[src/rtl/bomb_placer_if.sv]
// -----------------------------------------------------------------------------
// bomb_placer_if
//   Per-player drop-bomb handshake between the player-input side (master)
//   and bomb_placer (slave).
//
//   Handshake (four-phase, level req/ack, sampled on bombClk ticks):
//     master raises reqX and holds it until it sees ackX=1; while ackX=1 the
//     okX bit is valid (1 = bomb placed, 0 = rejected) and frozen; master then
//     drops reqX and the slave drops ackX on the next tick.  A new request is
//     only honoured after ackX has been seen low again.
//
//   Signals:
//     reqA/reqB                     drop request (master -> slave)
//     o_ackA/o_ackB                 acknowledge  (slave -> master)
//     o_okA/o_okB                   placement result, valid while ack=1
//     o_bombsLeftA/o_bombsLeftB     free live-bomb slots per player
//     stateA/stateB                 per-player FSM state for observation
// -----------------------------------------------------------------------------
interface bomb_placer_if;
   logic       reqA;
   logic       reqB;
   logic       o_ackA;
   logic       o_ackB;
   logic       o_okA;
   logic       o_okB;
   logic [1:0] o_bombsLeftA;
   logic [1:0] o_bombsLeftB;
   logic [1:0] stateA;
   logic [1:0] stateB;

   modport master (
      output reqA, reqB,
      input  o_ackA, o_ackB, o_okA, o_okB, o_bombsLeftA, o_bombsLeftB,
      input  stateA, stateB
   );

   modport slave (
      input  reqA, reqB,
      output o_ackA, o_ackB, o_okA, o_okB, o_bombsLeftA, o_bombsLeftB,
      output stateA, stateB
   );
endinterface

[src/rtl/bomb_placer.sv]
// -----------------------------------------------------------------------------
// bomb_placer
//   Write side of the bomb map. Turns player drop-bomb requests into new
//   state-1 bombs overlaid on the map coming back from the bomb-advance block.
//   Per player: bomb budget (MAX_BOMBS live bombs), post-placement cooldown
//   (COOLDOWN ticks) and a four-phase req/ack handshake.
//
//   Ports:
//     bombClk        game tick
//     rst            asynchronous, active-high reset
//     i_advMap       advanced map, cell k = bits [2k+1:2k], k = 10*x+y
//     playerAx/Ay/Bx/By  player coordinates
//     healthA/B      player health (0 = dead)
//     game_state     0 = running, nonzero = game over
//     o_curBombMap   i_advMap with pending placements overlaid, border = 0
//     hs             handshake/status interface (slave side)
// -----------------------------------------------------------------------------
module bomb_placer #(
   parameter int MAX_BOMBS = 2,
   parameter int COOLDOWN  = 1
) (
   input  logic         bombClk,
   input  logic         rst,
   input  logic [199:0] i_advMap,
   input  logic [3:0]   playerAx,
   input  logic [3:0]   playerAy,
   input  logic [3:0]   playerBx,
   input  logic [3:0]   playerBy,
   input  logic [1:0]   healthA,
   input  logic [1:0]   healthB,
   input  logic [1:0]   game_state,
   output logic [199:0] o_curBombMap,
   bomb_placer_if.slave hs
);

   localparam logic [1:0] ST_IDLE = 2'd0;
   localparam logic [1:0] ST_ACK  = 2'd1;
   localparam logic [1:0] ST_COOL = 2'd2;

   // Index 0 = player A, index 1 = player B.
   logic [1:0]           state_q    [2];
   logic [1:0]           state_d    [2];
   logic                 ok_q       [2];
   logic                 ok_d       [2];
   logic [1:0]           cool_q     [2];
   logic [1:0]           cool_d     [2];
   logic                 pend_v_q   [2];
   logic                 pend_v_d   [2];
   logic [6:0]           pend_idx_q [2];
   logic [6:0]           pend_idx_d [2];
   logic [MAX_BOMBS-1:0] slot_v_q   [2];
   logic [MAX_BOMBS-1:0] slot_v_d   [2];
   logic [1:0]           slot_age_q [2][MAX_BOMBS];
   logic [1:0]           slot_age_d [2][MAX_BOMBS];

   logic       req      [2];
   logic [3:0] px       [2];
   logic [3:0] py       [2];
   logic [1:0] hp       [2];
   logic [7:0] idx      [2];
   logic       playable [2];
   logic [1:0] tgt      [2];
   logic       has_free [2];
   logic       eligible [2];
   logic       accept   [2];
   logic [1:0] used     [2];
   logic       alloc_done;

   assign req[0] = hs.reqA;
   assign req[1] = hs.reqB;
   assign px[0]  = playerAx;
   assign py[0]  = playerAy;
   assign px[1]  = playerBx;
   assign py[1]  = playerBy;
   assign hp[0]  = healthA;
   assign hp[1]  = healthB;

   // Request evaluation against the map as currently presented downstream.
   always_comb begin
      for (int p = 0; p < 2; p++) begin
         idx[p]      = 8'(px[p]) * 8'd10 + 8'(py[p]);
         playable[p] = (px[p] >= 4'd1) && (px[p] <= 4'd8) &&
                       (py[p] >= 4'd1) && (py[p] <= 4'd8);
         tgt[p]      = 2'(o_curBombMap >> {idx[p], 1'b0});
         // A slot at age 2 frees on this very tick, so it is already usable.
         has_free[p] = 1'b0;
         for (int i = 0; i < MAX_BOMBS; i++) begin
            if (!slot_v_q[p][i] || (slot_age_q[p][i] == 2'd2)) begin
               has_free[p] = 1'b1;
            end
         end
         eligible[p] = (state_q[p] == ST_IDLE) && req[p] &&
                       (game_state == 2'd0) && (hp[p] != 2'd0) &&
                       playable[p] && (tgt[p] == 2'd0) && has_free[p];
      end
   end

   // Same-cell collision: A has priority.
   assign accept[0] = eligible[0];
   assign accept[1] = eligible[1] && !(eligible[0] && (idx[0] == idx[1]));

   always_comb begin
      alloc_done = 1'b0;
      for (int p = 0; p < 2; p++) begin
         state_d[p]    = state_q[p];
         ok_d[p]       = ok_q[p];
         cool_d[p]     = cool_q[p];
         pend_v_d[p]   = accept[p];
         pend_idx_d[p] = idx[p][6:0];
         slot_v_d[p]   = slot_v_q[p];

         // Age live bombs; a slot frees on the tick its age would reach 3.
         for (int i = 0; i < MAX_BOMBS; i++) begin
            slot_age_d[p][i] = slot_age_q[p][i];
            if (slot_v_q[p][i]) begin
               if (slot_age_q[p][i] == 2'd2) begin
                  slot_v_d[p][i]   = 1'b0;
                  slot_age_d[p][i] = 2'd0;
               end else begin
                  slot_age_d[p][i] = slot_age_q[p][i] + 2'd1;
               end
            end
         end

         alloc_done = 1'b0;
         for (int i = 0; i < MAX_BOMBS; i++) begin
            if (accept[p] && !alloc_done &&
                (!slot_v_q[p][i] || (slot_age_q[p][i] == 2'd2))) begin
               slot_v_d[p][i]   = 1'b1;
               slot_age_d[p][i] = 2'd0;
               alloc_done       = 1'b1;
            end
         end

         case (state_q[p])
            ST_IDLE: begin
               if (req[p]) begin
                  state_d[p] = ST_ACK;
                  ok_d[p]    = accept[p];
               end
            end
            ST_ACK: begin
               if (!req[p]) begin
                  ok_d[p] = 1'b0;
                  if (ok_q[p] && (COOLDOWN > 0)) begin
                     state_d[p] = ST_COOL;
                     cool_d[p]  = 2'(COOLDOWN - 1);
                  end else begin
                     state_d[p] = ST_IDLE;
                  end
               end
            end
            ST_COOL: begin
               if (cool_q[p] == 2'd0) begin
                  state_d[p] = ST_IDLE;
               end else begin
                  cool_d[p] = cool_q[p] - 2'd1;
               end
            end
            default: state_d[p] = ST_IDLE;
         endcase
      end
   end

   always_ff @(posedge bombClk or posedge rst) begin
      if (rst) begin
         for (int p = 0; p < 2; p++) begin
            state_q[p]    <= ST_IDLE;
            ok_q[p]       <= 1'b0;
            cool_q[p]     <= 2'd0;
            pend_v_q[p]   <= 1'b0;
            pend_idx_q[p] <= 7'd0;
            slot_v_q[p]   <= '0;
            for (int i = 0; i < MAX_BOMBS; i++) begin
               slot_age_q[p][i] <= 2'd0;
            end
         end
      end else begin
         for (int p = 0; p < 2; p++) begin
            state_q[p]    <= state_d[p];
            ok_q[p]       <= ok_d[p];
            cool_q[p]     <= cool_d[p];
            pend_v_q[p]   <= pend_v_d[p];
            pend_idx_q[p] <= pend_idx_d[p];
            slot_v_q[p]   <= slot_v_d[p];
            for (int i = 0; i < MAX_BOMBS; i++) begin
               slot_age_q[p][i] <= slot_age_d[p][i];
            end
         end
      end
   end

   always_comb begin
      for (int p = 0; p < 2; p++) begin
         used[p] = 2'd0;
         for (int i = 0; i < MAX_BOMBS; i++) begin
            used[p] = used[p] + {1'b0, slot_v_q[p][i]};
         end
      end
   end

   assign hs.o_ackA       = (state_q[0] == ST_ACK);
   assign hs.o_ackB       = (state_q[1] == ST_ACK);
   assign hs.o_okA        = ok_q[0];
   assign hs.o_okB        = ok_q[1];
   assign hs.o_bombsLeftA = 2'(MAX_BOMBS) - used[0];
   assign hs.o_bombsLeftB = 2'(MAX_BOMBS) - used[1];
   assign hs.stateA       = state_q[0];
   assign hs.stateB       = state_q[1];

   // Map merge: border cells are always 0; a pending placement shows as 1
   // only where the advanced map is still empty.
   for (genvar k = 0; k < 100; k++) begin : g_cell
      if ((k / 10 == 0) || (k / 10 == 9) || (k % 10 == 0) || (k % 10 == 9)) begin : g_border
         logic unused_adv;
         assign unused_adv = ^i_advMap[2*k +: 2];
         assign o_curBombMap[2*k +: 2] = 2'b00;
      end else begin : g_play
         logic hit;
         assign hit = (pend_v_q[0] && (pend_idx_q[0] == 7'(k))) ||
                      (pend_v_q[1] && (pend_idx_q[1] == 7'(k)));
         assign o_curBombMap[2*k +: 2] =
            (hit && (i_advMap[2*k +: 2] == 2'b00)) ? 2'b01 : i_advMap[2*k +: 2];
      end
   end

endmodule

[src/flat_wrapper.sv]
// flat-port wrapper written by rule: the top's interface ports become plain ports
module bomb_placer_flat 
#(
   parameter int MAX_BOMBS = 2,
   parameter int COOLDOWN  = 1
)
  (bombClk, rst, i_advMap, playerAx, playerAy, playerBx, playerBy, healthA, healthB, game_state, o_curBombMap, hs_reqA, hs_reqB, hs_o_ackA, hs_o_ackB, hs_o_okA, hs_o_okB, hs_o_bombsLeftA, hs_o_bombsLeftB, hs_stateA, hs_stateB);
  bomb_placer_if hs_i ();
  input  logic bombClk;
  input  logic rst;
  input  logic [199:0] i_advMap;
  input  logic [3:0] playerAx;
  input  logic [3:0] playerAy;
  input  logic [3:0] playerBx;
  input  logic [3:0] playerBy;
  input  logic [1:0] healthA;
  input  logic [1:0] healthB;
  input  logic [1:0] game_state;
  output logic [199:0] o_curBombMap;
  input wire logic [$bits(hs_i.reqA)-1:0] hs_reqA;
  input wire logic [$bits(hs_i.reqB)-1:0] hs_reqB;
  output wire logic [$bits(hs_i.o_ackA)-1:0] hs_o_ackA;
  output wire logic [$bits(hs_i.o_ackB)-1:0] hs_o_ackB;
  output wire logic [$bits(hs_i.o_okA)-1:0] hs_o_okA;
  output wire logic [$bits(hs_i.o_okB)-1:0] hs_o_okB;
  output wire logic [$bits(hs_i.o_bombsLeftA)-1:0] hs_o_bombsLeftA;
  output wire logic [$bits(hs_i.o_bombsLeftB)-1:0] hs_o_bombsLeftB;
  output wire logic [$bits(hs_i.stateA)-1:0] hs_stateA;
  output wire logic [$bits(hs_i.stateB)-1:0] hs_stateB;
  assign hs_i.reqA = hs_reqA;
  assign hs_i.reqB = hs_reqB;
  assign hs_o_ackA = hs_i.o_ackA;
  assign hs_o_ackB = hs_i.o_ackB;
  assign hs_o_okA = hs_i.o_okA;
  assign hs_o_okB = hs_i.o_okB;
  assign hs_o_bombsLeftA = hs_i.o_bombsLeftA;
  assign hs_o_bombsLeftB = hs_i.o_bombsLeftB;
  assign hs_stateA = hs_i.stateA;
  assign hs_stateB = hs_i.stateB;
  bomb_placer #(.MAX_BOMBS(MAX_BOMBS), .COOLDOWN(COOLDOWN)) u_core (.bombClk(bombClk), .rst(rst), .i_advMap(i_advMap), .playerAx(playerAx), .playerAy(playerAy), .playerBx(playerBx), .playerBy(playerBy), .healthA(healthA), .healthB(healthB), .game_state(game_state), .o_curBombMap(o_curBombMap), .hs(hs_i));
endmodule
[config.mk]
export PLATFORM = sky130hd
export DESIGN_NAME = bomb_placer_flat
export DESIGN_NICKNAME = d
export VERILOG_FILES = /design/src/rtl/bomb_placer_if.sv /design/src/rtl/bomb_placer.sv /design/src/flat_wrapper.sv
export SDC_FILE = /design/constraint.sdc
export NUM_CORES = 1
export LEC_CHECK = 0
export ABC_CLOCK_PERIOD_IN_PS = 3750
export CELL_PAD_IN_SITES_DETAIL_PLACEMENT = 1
export CELL_PAD_IN_SITES_GLOBAL_PLACEMENT = 2
export CORE_ASPECT_RATIO = 1.2
export CORE_MARGIN = 10
export CORE_UTILIZATION = 21
export CTS_CLUSTER_DIAMETER = 80
export DETAILED_ROUTE_END_ITERATION = 16
export PLACE_DENSITY = 0.82
export SYNTH_ARGS = -nofsm -noshare
export SYNTH_HDL_FRONTEND = slang
export SYNTH_SLANG_ARGS = --single-unit
[constraint.sdc]
create_clock -name bombClk -period 3.75 [get_ports bombClk]
set_input_delay 0.75 -clock bombClk [delete_from_list [all_inputs] [get_ports bombClk]]
set_output_delay 0.75 -clock bombClk [all_outputs]
set_load 0.03 [all_outputs]
Word level (Yosys, flattened, before mapping)

Index checks and enable logic that the tools add are counted.

Word-level logic and storage cells: 685
Flip-flop bits (word level): 38
Bits of input ports: 226
Output and inout bits: 212

Reductions and logical operators: 380
$mul: 2
$lt $le $gt $ge: 8
Equal/unequal tests: 147
Mux-type cells: 118
Shift-type cells: 2
Add/subtract/negate cells: 12

Operators with widths:

| kind                | number |
|---|---|
| $eq 7x6->1 const B  | 52 |
| $shr 178x9->2       | 2 |
| $eq 7x7->1 const B  | 42 |
| $logic_and 1x1->1   | 218 |
| $mux 2              | 90 |
| $eq 7x5->1 const B  | 24 |
| $logic_not 2->1     | 71 |
| $eq 7x4->1 const B  | 10 |
| $logic_or 1x1->1    | 68 |
| $mux 1              | 22 |
| $reduce_bool 2->1   | 10 |
| $add 8x4->8         | 2 |
| $ge 4x1->1 const B  | 4 |
| $le 4x4->1 const B  | 4 |
| $mul 4x3->7 const B | 2 |
| $eq 2x2->1 const B  | 6 |
| $ne 2x2->1 const B  | 6 |
| $pmux 2 s3          | 2 |
| $reduce_and 3->1    | 4 |
| $add 2x1->2 const B | 4 |
| $eq 8x8->1          | 1 |
| $ne 2x1->1 const B  | 4 |
| $pmux 2 s2          | 2 |
| $reduce_and 4->1    | 2 |
| other kinds (6)     | 17 |

Depth between registers and ports, before layout

Depth after elaboration: 18
Gate-level depth with buffers: 16
Mapped depth without buffers: 16

Worst setup path before layout

OpenSTA, ideal clock, no wires.

Kind: input port to flip-flop
Start: in playerAx[1]
End: reg u_core.slot_age_q[1] in the netlist's numbering
Buffers on the path: 0
Arrival: 3.716 ns
Setup slack: -0.088 ns
Library setup time: 0.122 ns
Cell stages on the path: 13
Data required time: 3.628 ns
Cell sequence: ha_1 ha_1 inv_1 fa_1 nor4b_2 xnor2_2 o2111ai_1 a211oi_1 nor4_1 nor2_1 o41ai_2 or3b_1 a32o_1

Word-level cells in the longest chain between the ends: 16
Elaborated cells between the ends (all ways): 23
Those cells by class: add/sub: 1; mul: 1; order compare: 2; eq/ne: 1; shift: 1; mux: 2; reduce/logical: 15

RTL lines:

| item                                                | line               | source |
|---|---|---|
| start: declaration                                  | flat_wrapper.sv:12 | `input logic [3:0] playerAx;` |
| branches (longest 7 deep; another with $add 8x4->8) | -                  |  |
| $logic_and 1x1->1 (*)                               | bomb_placer.sv:100 | `assign accept[1] = eligible[1] && !(eligible[0] && (idx[0] == idx[1]));` |
| $logic_not 1->1 (*)                                 | bomb_placer.sv:100 |  |
| $logic_and 1x1->1 (*)                               | bomb_placer.sv:100 |  |
| $logic_and 1x1->1                                   | bomb_placer.sv:127 | `if (accept[p] && !alloc_done &&` |
| $mux 1                                              | bomb_placer.sv:127 |  |
| $logic_not 1->1                                     | bomb_placer.sv:127 |  |
| $logic_and 1x1->1 (*) (2 in series)                 | bomb_placer.sv:127 |  |
| $mux 2 / $reduce_bool 2->1 (equally long branches)  | -                  |  |
| end signal: indexed assignment                      | bomb_placer.sv:187 | `slot_age_q[p][i] <= slot_age_d[p][i];` |
| end: declaration                                    | bomb_placer.sv:53  | `logic [1:0] slot_age_q [2][MAX_BOMBS];` |

Every way passes the cells marked *.
A chain may end at the register's enable or synchronous reset.

Worst setup path after layout

Start: in playerAx[3]
End: reg u_core.slot_age_q[1] in the netlist's numbering

The elaborated chain is that of the path after synthesis.

==> results.sh <==
export IMPL_status="complete, but fails checks"
export IMPL_violations="setup timing"
export IMPL_antenna_left=0
export IMPL_seq_area_frac_synth=0.123
export IMPL_mostFrequentLayoutCell="buf_4"
export IMPL_stdcell_count=1957
export IMPL_rsz0062_at_grt="true"
export IMPL_cts_tree="built"
export IMPL_routedWlPerCell_um=27.6
export IMPL_grt_pass1_vias=11400
export IMPL_place_congestion=0.973
export IMPL_drt_iter0_markers=765
export IMPL_final_cell_mix="buf_4 (317), clkdlybuf4s50_1 (257), conb_1 (72)"
export IMPL_synth_flop_cell="dfrtp_1"
export IMPL_yosysUniqueCellTypes=95
export IMPL_cts_max_path_buffers=2
export IMPL_drv_slew=0
export IMPL_vias=10500
export IMPL_tightest_slew_ns=0.655
export IMPL_clock_sinks=38
export IMPL_synth_ff_latch_count=38
export IMPL_initial_core_util=0.212
export IMPL_drive_above_1_share=0.341
export IMPL_grt_max_degree=39
export IMPL_synthToLayoutAreaGrowth_pct=76.4
export IMPL_finalHoldViolCount=0
export IMPL_grtUsageMet2=0.408
export IMPL_synth_xor_area_share=0.0302
export IMPL_synth_area_um2=7750
export IMPL_p_leak_uw=0.00567
export IMPL_syn_inst=996
export IMPL_die_y_um=230
export IMPL_path_clk_slew_ns=0.06
export IMPL_vias_per_cell=5.36
export IMPL_portBuffers=293
export IMPL_power_density_nw_per_um2=295
export IMPL_start_kind="primary input"
export IMPL_synth_simple_area_share=0.227
export IMPL_ioPinCount=438
export IMPL_maxCapViolCount=0
export IMPL_hold_class="reg -> reg"
export IMPL_critical_path_class="in -> reg"
export IMPL_antennaDiodeCount=0
export IMPL_numCtsBuffers=5
export IMPL_setup_slack_ns=-0.109
export IMPL_met3_usage=0.0451
export IMPL_nNetsFinal=1731
export IMPL_synth_top_family_by_area="compound AO/OA/AOI/OAI gates"
export IMPL_antenna_found_initial=4
export IMPL_routed_wl_mm=53.9
export IMPL_synthMuxAreaShare=0.109
export IMPL_critPathArrivalTime_ns=4.03
export IMPL_setup_worst_path_end_class="flop"
export IMPL_yosys_area_share_adder=0.0394
export IMPL_fmax_mhz=259
export IMPL_relSlewSlack=0.563
export IMPL_grt_overflow_total=0
export IMPL_clock_latency_ns=0.28
export IMPL_drc=0
export IMPL_fill_cells=4336
export IMPL_hold_worst_slack_ns=0.482
export IMPL_coreArea_um2=36600
export IMPL_die_w_um=195
export IMPL_busiest_layer="met2"
export IMPL_first_pass_iters=5
export IMPL_place_hpwl_mm=45.8
export IMPL_fp_row_count=77
export IMPL_synth_compound_area_frac=0.297
export IMPL_crit_fanout=6
export IMPL_dieArea_um2=45000
export IMPL_met1_usage=0.253
export IMPL_final_setup_viol_count=5
export IMPL_synth_edff_count=0
export IMPL_grt_pass1_wl_mm=77.8
export IMPL_ff2ff_setup_slack_ns=-0.05
export IMPL_async_flop_share=1.00
export IMPL_synth_avg_cell_area_um2=7.78
export IMPL_htree_levels=2
export IMPL_synth_warnings=0
export IMPL_clock_skew_ns=0.00597
export IMPL_cts_root_buf="clkbuf_16"
export IMPL_grtUsageTotal=0.224
export IMPL_fin_crit_ns=3.86
export IMPL_min_period_over_period=1.03
export IMPL_post_place_cells=1930
export IMPL_vdd_drop_max_v=0.000231
export IMPL_worstPathRequired_ns=3.92
worst max-delay path: stages:
cell	delay, ns
buf_8	0.10
ha_4	0.23
ha_4	0.16
inv_2	0.05
fa_2	0.48
nor4b_4	0.39
xnor2_4	0.23
buf_6	0.15
nand3_4	0.06
a211oi_4	0.32
nor4_2	0.10
nor2_1	0.21
o41ai_2	0.13
or3b_4	0.42
a32o_1	0.23
routing by layer:
metal  vias up  share of wire
li1       4584              -
met1      5249           0.37
met2       517           0.51
met3       140          0.069
met4         6          0.043
met5         -        0.00069
flip-flops by register name, summed over array words and instances, names as in the netlist:
signal and cells:
u_core.pend_idx_q 14, u_core.slot_age_q 8, u_core.cool_q 4, u_core.slot_v_q 4, u_core.hs.stateA 2, u_core.hs.stateB 2
u_core.pend_v_q 2, u_core.hs.o_okA 1, u_core.hs.o_okB 1
per-stage QoR:
| step | cell area [um2] | util | total power [uW] | setup slack (ns) | TNS [ns] |
|---|---|---|---|---|---|
| finish | 13700 | 0.374 | 4030 | -0.109 | -0.274 |
| detailed placement | 12800 | 0.349 | 3210 | -0.990 | -12.56 |
| floorplan | 8040 | - | 1950 | 0.000842 | 0 |
| CTS | 13500 | 0.368 | 3910 | -0.0299 | -0.0299 |
| global placement | 12800 | 0.349 | 3180 | -0.920 | -11.28 |
| global route | 13700 | 0.374 | 4210 | -0.199 | -1.27 |
cell type report:
cell class	count	area (um2)	area share
sequential	38	953	0.0697
tap	474	593	0.0434
multi-input combinational	767	6250	0.457
clock inverter	1	30.0	0.00220
timing repair buffer	615	5490	0.401
inverter	56	218	0.0159
clock buffer	6	139	0.0102
synth_stat cells, types with 17 or more instances:
| cell type | count | area share |
|---|---|---|
| mux4_2 | 22 | 0.064 |
| a21oi_1 | 38 | 0.025 |
| clkbuf_1 | 86 | 0.042 |
| mux2i_1 | 29 | 0.037 |
| inv_1 | 51 | 0.025 |
| nor2_1 | 57 | 0.028 |
| a32oi_1 | 38 | 0.043 |
| nor3_1 | 20 | 0.013 |
| xnor2_1 | 17 | 0.019 |
| buf_2 | 34 | 0.022 |
| ha_1 | 18 | 0.029 |
| nand3_1 | 27 | 0.017 |
| nand2_1 | 45 | 0.022 |
| o21bai_1 | 31 | 0.030 |
| dfrtp_1 | 38 | 0.12 |
| buf_4 | 79 | 0.077 |
| o21ai_0 | 41 | 0.026 |
path summary, 6_finish.rpt:
| path | start | to | cells after the start |
|---|---|---|---|
| max | playerAx[3] | u_core.slot_age_q[1] | 15 |
| min | u_core.slot_age_q[6] | u_core.slot_age_q[6] | 1 |
| max reg2reg | u_core.pend_idx_q[12] | u_core.slot_age_q[1] | 13 |
| min reg2reg | u_core.slot_age_q[6] | u_core.slot_age_q[6] | 1 |
| max in group asynchronous | rst | u_core.pend_idx_q[7] | 3 |
| min in group asynchronous | rst | u_core.hs.stateA[1] | 3 |
power by group:
group / total [uW] / switching [uW] / internal, uW
Sequential: 646 / 153 / 494
Combinational: 2880 / 1580 / 1300
Clock: 502 / 173 / 329
what timing repair did:
action / CTS / global route
buffers inserted: 16 / 5
endpoints found under the setup margin: 18 / 21
hold buffers: 0 / 0
resized for setup: 113 / 29
pin swaps: 43 / 21
gates cloned: 0 / 0
kinds of logic (layout without fill, tap and decap cells):
| group | after synthesis | in the layout |
|---|---|---|
| xor gates and xnor gates | 25 | 25 |
| buffers and inverters | 262 | 678 |
| adders and majority gates | 22 | 22 |
| AOI/OAI and AO/OA | 307 | 307 |
| muxes | 56 | 56 |
| DFF | 38 | 38 |
| other | 1 | 72 |
| and+or+nand+nor | 285 | 285 |
No activity file was read; power rests on OpenSTA's default activity.
